`config.mk`:
```
export PLATFORM = sky130hd
export DESIGN_NAME = pulse_sched
export DESIGN_NICKNAME = d
export VERILOG_FILES = /design/src/rtl/pulse_sched.sv
export SDC_FILE = /design/constraint.sdc
export NUM_CORES = 1
export LEC_CHECK = 0
export ABC_AREA = 1
export BUFFER_PORTS_ARGS = -buffer_cell sky130_fd_sc_hd__buf_2
export CELL_PAD_IN_SITES_DETAIL_PLACEMENT = 1
export CELL_PAD_IN_SITES_GLOBAL_PLACEMENT = 2
export CORE_ASPECT_RATIO = 1.1
export CORE_UTILIZATION = 27
export DETAILED_ROUTE_END_ITERATION = 12
export PLACE_DENSITY = 0.77
export SLEW_MARGIN = 20
export SYNTH_ARGS = -nofsm -noshare
export SYNTH_HDL_FRONTEND = slang
export SYNTH_SLANG_ARGS = --single-unit
```
`constraint.sdc`:
```
create_clock -name clk -period 2.39 [get_ports clk]
set_clock_uncertainty 0.05 [all_clocks]
set_input_delay 0.478 -clock clk [delete_from_list [all_inputs] [get_ports clk]]
set_output_delay 0.478 -clock clk [all_outputs]
set_load 0.05 [all_outputs]
```
`src/rtl/pulse_sched.sv`:
```
// pulse_sched: round-robin scheduler that hands bursts of N strobes from a
// single pulse source to one requester at a time.
// Optional feature macro: PULSE_SCHED_TIMEOUT_EN (aborts a burst that sees no
// strobe for TIMEOUT cycles; without it the timeout output is tied low).
module pulse_sched #(
    parameter int N_REQ   = 4,
    parameter int LEN_W   = 8,
    parameter int TIMEOUT = 1000
) (
    input  logic                   clk,
    input  logic                   rst,
    input  logic                   pulse_in,
    input  logic [N_REQ-1:0]       req,
    input  logic [N_REQ*LEN_W-1:0] len,
    output logic [N_REQ-1:0]       grant,
    output logic [N_REQ-1:0]       pulse_out,
    output logic [N_REQ-1:0]       done,
    output logic                   busy,
    output logic                   timeout
);

    localparam int PTR_W = (N_REQ > 1) ? $clog2(N_REQ) : 1;

    // Reject parameter sets the arbiter and counters were not sized for.
    if (N_REQ < 2 || N_REQ > 8 || LEN_W < 1 || TIMEOUT < 1) begin : g_param_check
        $error("pulse_sched: parameter out of range");
    end

    typedef enum logic [1:0] {
        IDLE,
        RUN,
        DONE
    } state_t;

    state_t             state_q, state_d;
    logic [PTR_W-1:0]   ptr_q, ptr_d;
    logic [PTR_W-1:0]   owner_q, owner_d;
    logic [LEN_W-1:0]   cnt_q, cnt_d;
    logic [N_REQ-1:0]   grant_q, grant_d;
    logic [N_REQ-1:0]   pulse_out_q, pulse_out_d;
    logic [N_REQ-1:0]   done_q, done_d;
    logic               busy_q, busy_d;
    logic               timeout_q, timeout_d;

    logic               win_found;
    logic [PTR_W-1:0]   win_idx;
    logic [PTR_W-1:0]   next_ptr;

`ifdef PULSE_SCHED_TIMEOUT_EN
    localparam int IDLE_W = $clog2(TIMEOUT + 1);
    logic [IDLE_W-1:0]  idle_q, idle_d;
`endif

    // Index base+off wrapped modulo N_REQ.
    function automatic logic [PTR_W-1:0] wrap_idx(input logic [PTR_W-1:0] base,
                                                  input int off);
        int s;
        s = int'(base) + off;
        if (s >= N_REQ) begin
            s = s - N_REQ;
        end
        return PTR_W'(s);
    endfunction

    // Round-robin winner: first requester at or after ptr; scanning from the
    // far end lets the closest match overwrite the others.
    always_comb begin
        win_found = 1'b0;
        win_idx   = '0;
        for (int k = N_REQ - 1; k >= 0; k--) begin
            if (req[wrap_idx(ptr_q, k)]) begin
                win_found = 1'b1;
                win_idx   = wrap_idx(ptr_q, k);
            end
        end
        next_ptr = wrap_idx(owner_q, 1);
    end

    // Next-state and registered-output logic for the IDLE/RUN/DONE burst FSM.
    always_comb begin
        state_d     = state_q;
        ptr_d       = ptr_q;
        owner_d     = owner_q;
        cnt_d       = cnt_q;
        grant_d     = grant_q;
        pulse_out_d = '0;
        done_d      = '0;
        busy_d      = busy_q;
        timeout_d   = 1'b0;
`ifdef PULSE_SCHED_TIMEOUT_EN
        idle_d      = idle_q;
`endif
        case (state_q)
            IDLE: begin
                if (win_found) begin
                    owner_d          = win_idx;
                    grant_d          = '0;
                    grant_d[win_idx] = 1'b1;
                    cnt_d            = len[win_idx*LEN_W +: LEN_W];
                    busy_d           = 1'b1;
                    state_d          = RUN;
`ifdef PULSE_SCHED_TIMEOUT_EN
                    idle_d           = '0;
`endif
                end
            end
            RUN: begin
                if (!req[owner_q]) begin
                    grant_d = '0;
                    busy_d  = 1'b0;
                    ptr_d   = next_ptr;
                    state_d = IDLE;
                end else if (cnt_q == '0) begin
                    done_d[owner_q] = 1'b1;
                    grant_d         = '0;
                    busy_d          = 1'b0;
                    state_d         = DONE;
                end else if (pulse_in) begin
                    pulse_out_d[owner_q] = 1'b1;
                    cnt_d                = cnt_q - LEN_W'(1);
`ifdef PULSE_SCHED_TIMEOUT_EN
                    idle_d               = '0;
`endif
                end else begin
`ifdef PULSE_SCHED_TIMEOUT_EN
                    if (idle_q == IDLE_W'(TIMEOUT - 1)) begin
                        grant_d   = '0;
                        busy_d    = 1'b0;
                        ptr_d     = next_ptr;
                        timeout_d = 1'b1;
                        state_d   = IDLE;
                    end else begin
                        idle_d = idle_q + IDLE_W'(1);
                    end
`endif
                end
            end
            DONE: begin
                ptr_d   = next_ptr;
                state_d = IDLE;
            end
            default: begin
                state_d = IDLE;
            end
        endcase
    end

    // State and output registers with synchronous reset.
    always_ff @(posedge clk) begin
        if (rst) begin
            state_q     <= IDLE;
            ptr_q       <= '0;
            owner_q     <= '0;
            cnt_q       <= '0;
            grant_q     <= '0;
            pulse_out_q <= '0;
            done_q      <= '0;
            busy_q      <= 1'b0;
            timeout_q   <= 1'b0;
`ifdef PULSE_SCHED_TIMEOUT_EN
            idle_q      <= '0;
`endif
        end else begin
            state_q     <= state_d;
            ptr_q       <= ptr_d;
            owner_q     <= owner_d;
            cnt_q       <= cnt_d;
            grant_q     <= grant_d;
            pulse_out_q <= pulse_out_d;
            done_q      <= done_d;
            busy_q      <= busy_d;
            timeout_q   <= timeout_d;
`ifdef PULSE_SCHED_TIMEOUT_EN
            idle_q      <= idle_d;
`endif
        end
    end

    assign grant     = grant_q;
    assign pulse_out = pulse_out_q;
    assign done      = done_q;
    assign busy      = busy_q;
    assign timeout   = timeout_q;

endmodule
```
* After elaboration in Yosys (flattened, before gate mapping) *
Index checks and enable logic that the tools add are counted.

cells by class
  $add $sub $neg = 10
  $mul = 0
  div/mod/pow operators = 0
  order comparisons = 13
  equal/unequal tests = 8
  shift operators = 1
  mux-type cells = 46
  bitwise operators = 4
  reductions and logical operators = 13

operators by type and width
  cell                 number
  $mux 8               4
  $shiftx 32x6->8      1
  $mux 2               13
  $lt 2x3->1 const B   6
  $pmux 8 s2           1
  $mux 1               14
  $ge 3x3->1 const B   4
  $mux 4               3
  $bmux 1 s2           5
  $ne 2x2->1 const B   5
  $sub 2x1->2 const B  5
  $logic_not 8->1      1
  $pmux 2 s2           2
  $pmux 4 s2           1
  $sub 8x1->8 const B  1
  $add 2x1->3 const B  2
  $add 2x2->3 const B  2
  $reduce_and 2->1     3
  $reduce_and 5->1     1
  $reduce_or 5->1      1
  $demux 1 s2          2
  $ge 2x1->1 const B   2
  $not 1->1            4
  $reduce_bool 2->1    2
  other kinds (9)      10

word-level totals
  bits in registers = 27
  latch bits = 0
  memory bits (writable) = 0
  ROM bits = 0
  input bits = 39
  output and inout bits = 14
  logic and storage cells = 103
  memories kept = 0

* Logic depth before layout (Yosys ltp) *
  depth after elaboration = 15
  depth in mapped cells = 16

* Worst setup path before layout *
Ideal clock, no wire load.

  path kind = input-to-reg
  start = input req[1]
  end = register cnt_q[0]
  data arrival time = 1.703 ns
  required time = 2.274 ns
  setup slack = 0.571 ns
  stages on the path = 16
  buffers on the path = 1
  cells stage by stage = inv_1 > nand2_1 > nand3_1 > nand2_2 > nand3_4 > nand2_2 > nand2_4 > nand2_8 > inv_4 > buf_6 > nand2_1 > nand2_1 > nand2_1 > nand2_1 > nand2_1 > a21oi_2

on the way
  longest elaborated chain between the ends = 9
  elaborated cells between the ends (all ways) = 24

RTL lines
  what                          RTL line  source
  start: declaration            13        input logic [N_REQ-1:0] req,
  $bmux 1 s2                    71        if (req[wrap_idx(ptr_q, k)]) begin
  $mux 1 (not written as such)  71
  $mux 2 (4 in a row)           71
  $shiftx 32x6->8               99        cnt_d = len[win_idx*LEN_W +: LEN_W];
  $mux 8                        95        if (win_found) begin
  $pmux 8 s2                    93        case (state_q)
  end signal: assignment        167       cnt_q <= cnt_d;
  end: declaration              38        logic [LEN_W-1:0] cnt_q, cnt_d;

Several ways; a longest one is shown, not always the timed one. The select of a mux whose other input is x is not followed.
A chain may end at the register's enable or synchronous reset.

* Final worst setup path *
  start = register owner_q[0]
  end = register grant_q[3] (netlist: grant[3])

on the way
  longest elaborated chain between the ends = 4
  elaborated cells between the ends (all ways) = 6

RTL lines
  what                                                             RTL line  source
  start: declaration                                               37        logic [PTR_W-1:0] owner_q, owner_d;
  start signal: assignment                                         166       owner_q <= owner_d;
  $bmux 1 s2 (*)                                                   108       if (!req[owner_q]) begin
  $mux 1 (not written as such) (*)                                 108
  $ne 3x3->1 (no source line) or $mux 4 (tied branches)            n/a
  $reduce_and 3->1 (no source line) or $pmux 4 s2 (tied branches)  n/a
  end signal: assignment                                           168       grant_q <= grant_d;
  end: declaration                                                 39        logic [N_REQ-1:0] grant_q, grant_d;

Every way passes the cells marked *; elsewhere a longest branch is shown, timed or not. The select of a mux whose other input is x is not followed.

==> impl_results.md <==
- CTS buffer count: 3
- Placer congestion estimate: a little over 0.7
- Hold_buf cts: 0
- Layout Cells excl Fill: 421
- Via count: 1,870
- Avg Vias per Cell: 4.44
- Core ar.: 6630 um^2
- Combinational power share: 0.695
- Pins over their slew limit: 0
- Ys async rst share: 0
- RSZ-0062 raised after global routing: no
- DP Worst Slack: 0.190 ns
- Fillers: 883
- Synth Register Bits: 27
- Post-DP Area: between 2000 and 2500 um^2
- Post CTS Setup Buffer Count: 0
- DR DRC count: 0
- Fin nets: roughly 390
- Maxcap violations: 0
- Power, Total: 3.20 mW
- Setup ws final: 0.296 ns
- Clock insertion delay at the later pin of the skew report: between 0.2 and 0.3 ns
- Dpl hpwl: 4060 um
- DIE HEIGHT: 89.0 um
- Final wirelength: 5040 um
- Most frequent cells in the layout: nand2_1, buf_2, inv_1, dfxtp_1, a21oi_1
- Post-synth EDFFs: 0
- Synthesized area: between 1500 and 2000 um^2
- Clk buf depth: 2
- Most common cell after layout, fill and taps aside: nand2_1
- Crit path launch type: flop
- Iteration-0 DRC Markers: 50
- Antenna-violating nets left: 0
- Worst Hold Class: flop to flop
- Initial antenna violation count: 0
- Seq pwr share: 0.221
- CTS tree: yes
- Rows: 31
- Final Cycle Share: 0.876
- Full die area: approximately 7200 um^2
- Post-synthesis cell type count: 31
- Ratio of cells with drive above 1 in the final layout: 0.271
- Die extent in x: 81.1 um
- Post-Syn Nets: between 300 and 400
- Area growth from synthesis to layout: 20.3%
- Clock power frac: 0.084
- Status: finished clean
- Register area share after synthesis: 0.291
- H-Tree Depth: 1
- Antenna diode count: 0
- CP Capture Type: flop
- Psw: approximately 1.7 mW
- PwrDens: 1430 nW/um^2
- DR WL/cell: 12.0 um
- CTS resizes: 0
- DR pass1 iterations: 4
- Average cell area after synthesis: 6.47 um^2
- I/O pins: 53
- Root Driver: clkbuf_8
- Final Instance Area: between 2000 and 2500 um^2
- Maximum vdd drop: between 700 and 800 uV
- P_leak: 1.15 nW
- CTS clock-pin slew for the worst setup and hold paths: 0.10 ns
- Yosys Warn Count: 0
- Final hold violations: 0
- CTS Sinks: 27
- Top FF cell, synth: dfxtp_1
- Final setup viols: 0
- Residual overflow from global routing: 0
- Setup TNS: 0 ns
- Critical path type: flop to flop
- Vias in the first global route: 1,874
- Starting Density: 0.280
- Reg-to-reg slack, setup: 0.30 ns
- Period minus WS final: between 2 and 2.5 ns
- Placed insts: 417
- Max Clk Rate: between 400 and 500 MHz
- Switching Share: 0.546
- First-pass GRT wire length: roughly 8800 um
- All-Layer GR Usage: 0.156
- Required @ worst endpoint: roughly 2.6 ns
- Largest net degree at the start of global routing: 20
- Int Pwr: 1.46 mW
- Synth Instances: 287
- Critical Path AT: 2.26 ns
- Port buffer count: 51
- CP max FO: 7
Yosys cell counts (4+ instances only):
| cell type | count | share of area |
|---|---|---|
| ha_1 | 6 | 0.040 |
| nor2_1 | 21 | 0.042 |
| inv_1 | 29 | 0.059 |
| o21ai_0 | 16 | 0.043 |
| buf_6 | 4 | 0.024 |
| a21oi_1 | 25 | 0.067 |
| dfxtp_1 | 27 | 0.29 |
| nand2_1 | 99 | 0.20 |
| a21oi_2 | 6 | 0.028 |
| nand3_1 | 20 | 0.054 |
| nand2_2 | 7 | 0.024 |
| inv_2 | 4 | 0.0081 |
layout make-up:
class	count	area [um^2]	share of cell area
tap	82	103	0.0459
timing repair buffer	57	300	0.134
clock buffer	4	45.0	0.0202
inverter	34	130	0.0583
sequential	27	542	0.243
multi-input combinational	217	1110	0.499
power groups by stage:
stage               Clock [mW]  Combinational [mW]  Sequential [mW]
CTS                      0.273                2.27            0.710
global placement             0                2.24            0.722
global route             0.290                2.57            0.733
finish                   0.268                2.23            0.709
detailed placement           0                2.26            0.719
floorplan                    0                1.72            0.786
registers in the layout (all words and copies together), names as in the netlist:
name,count
cnt_q,8
done,4
grant,4
pulse_out,4
owner_q,2
ptr_q,2
state_q,2
busy,1
critical path: stages (launching register included):
cell	delay, ns
dfxtp_1	0.49
inv_1	0.14
a21oi_1	0.13
o21ai_0	0.09
nand2_1	0.10
nand2_1	0.08
nor2_1	0.28
inv_1	0.10
o21ai_0	0.09
inv_1	0.07
nand2_1	0.19
nand2_1	0.08
a21oi_1	0.15
logic make-up (layout without fill, tap and decap cells):
logic type / count (synthesis) / count (layout) / synth area share
other cells: 1 / 1 / 0.00202
xor+xnor: 2 / 2 / 0.0135
fa+ha+maj: 6 / 6 / 0.0404
simple gates: 157 / 157 / 0.380
flops: 27 / 27 / 0.291
buf+inv: 43 / 95 / 0.109
compound gates: 51 / 51 / 0.164
layer usage:
metal,global-route usage,part of all wire
met5,0,0
met4,0.0390,0.011
met3,0.0173,0.031
met2,0.260,0.44
met1,0.214,0.52
metrics by stage:
step                utilization  hold slack (ns)
finish                    0.337            0.428
global route              0.337            0.451
CTS                       0.337            0.434
detailed placement        0.330            0.415
global placement          0.330            0.399
floorplan                     -            0.407
path summary, 6_finish.rpt:
kind / startpoint / to / cells past startpoint
min: grant[2]$_SDFFE_PP0P_ / grant[2]$_SDFFE_PP0P_ / 2
max: owner_q[0]$_SDFFE_PP0P_ / grant[3]$_SDFFE_PP0P_ / 12
min reg2reg: grant[2]$_SDFFE_PP0P_ / grant[2]$_SDFFE_PP0P_ / 2
max reg2reg: owner_q[0]$_SDFFE_PP0P_ / grant[3]$_SDFFE_PP0P_ / 12
(Power assumes the default switching activity.)
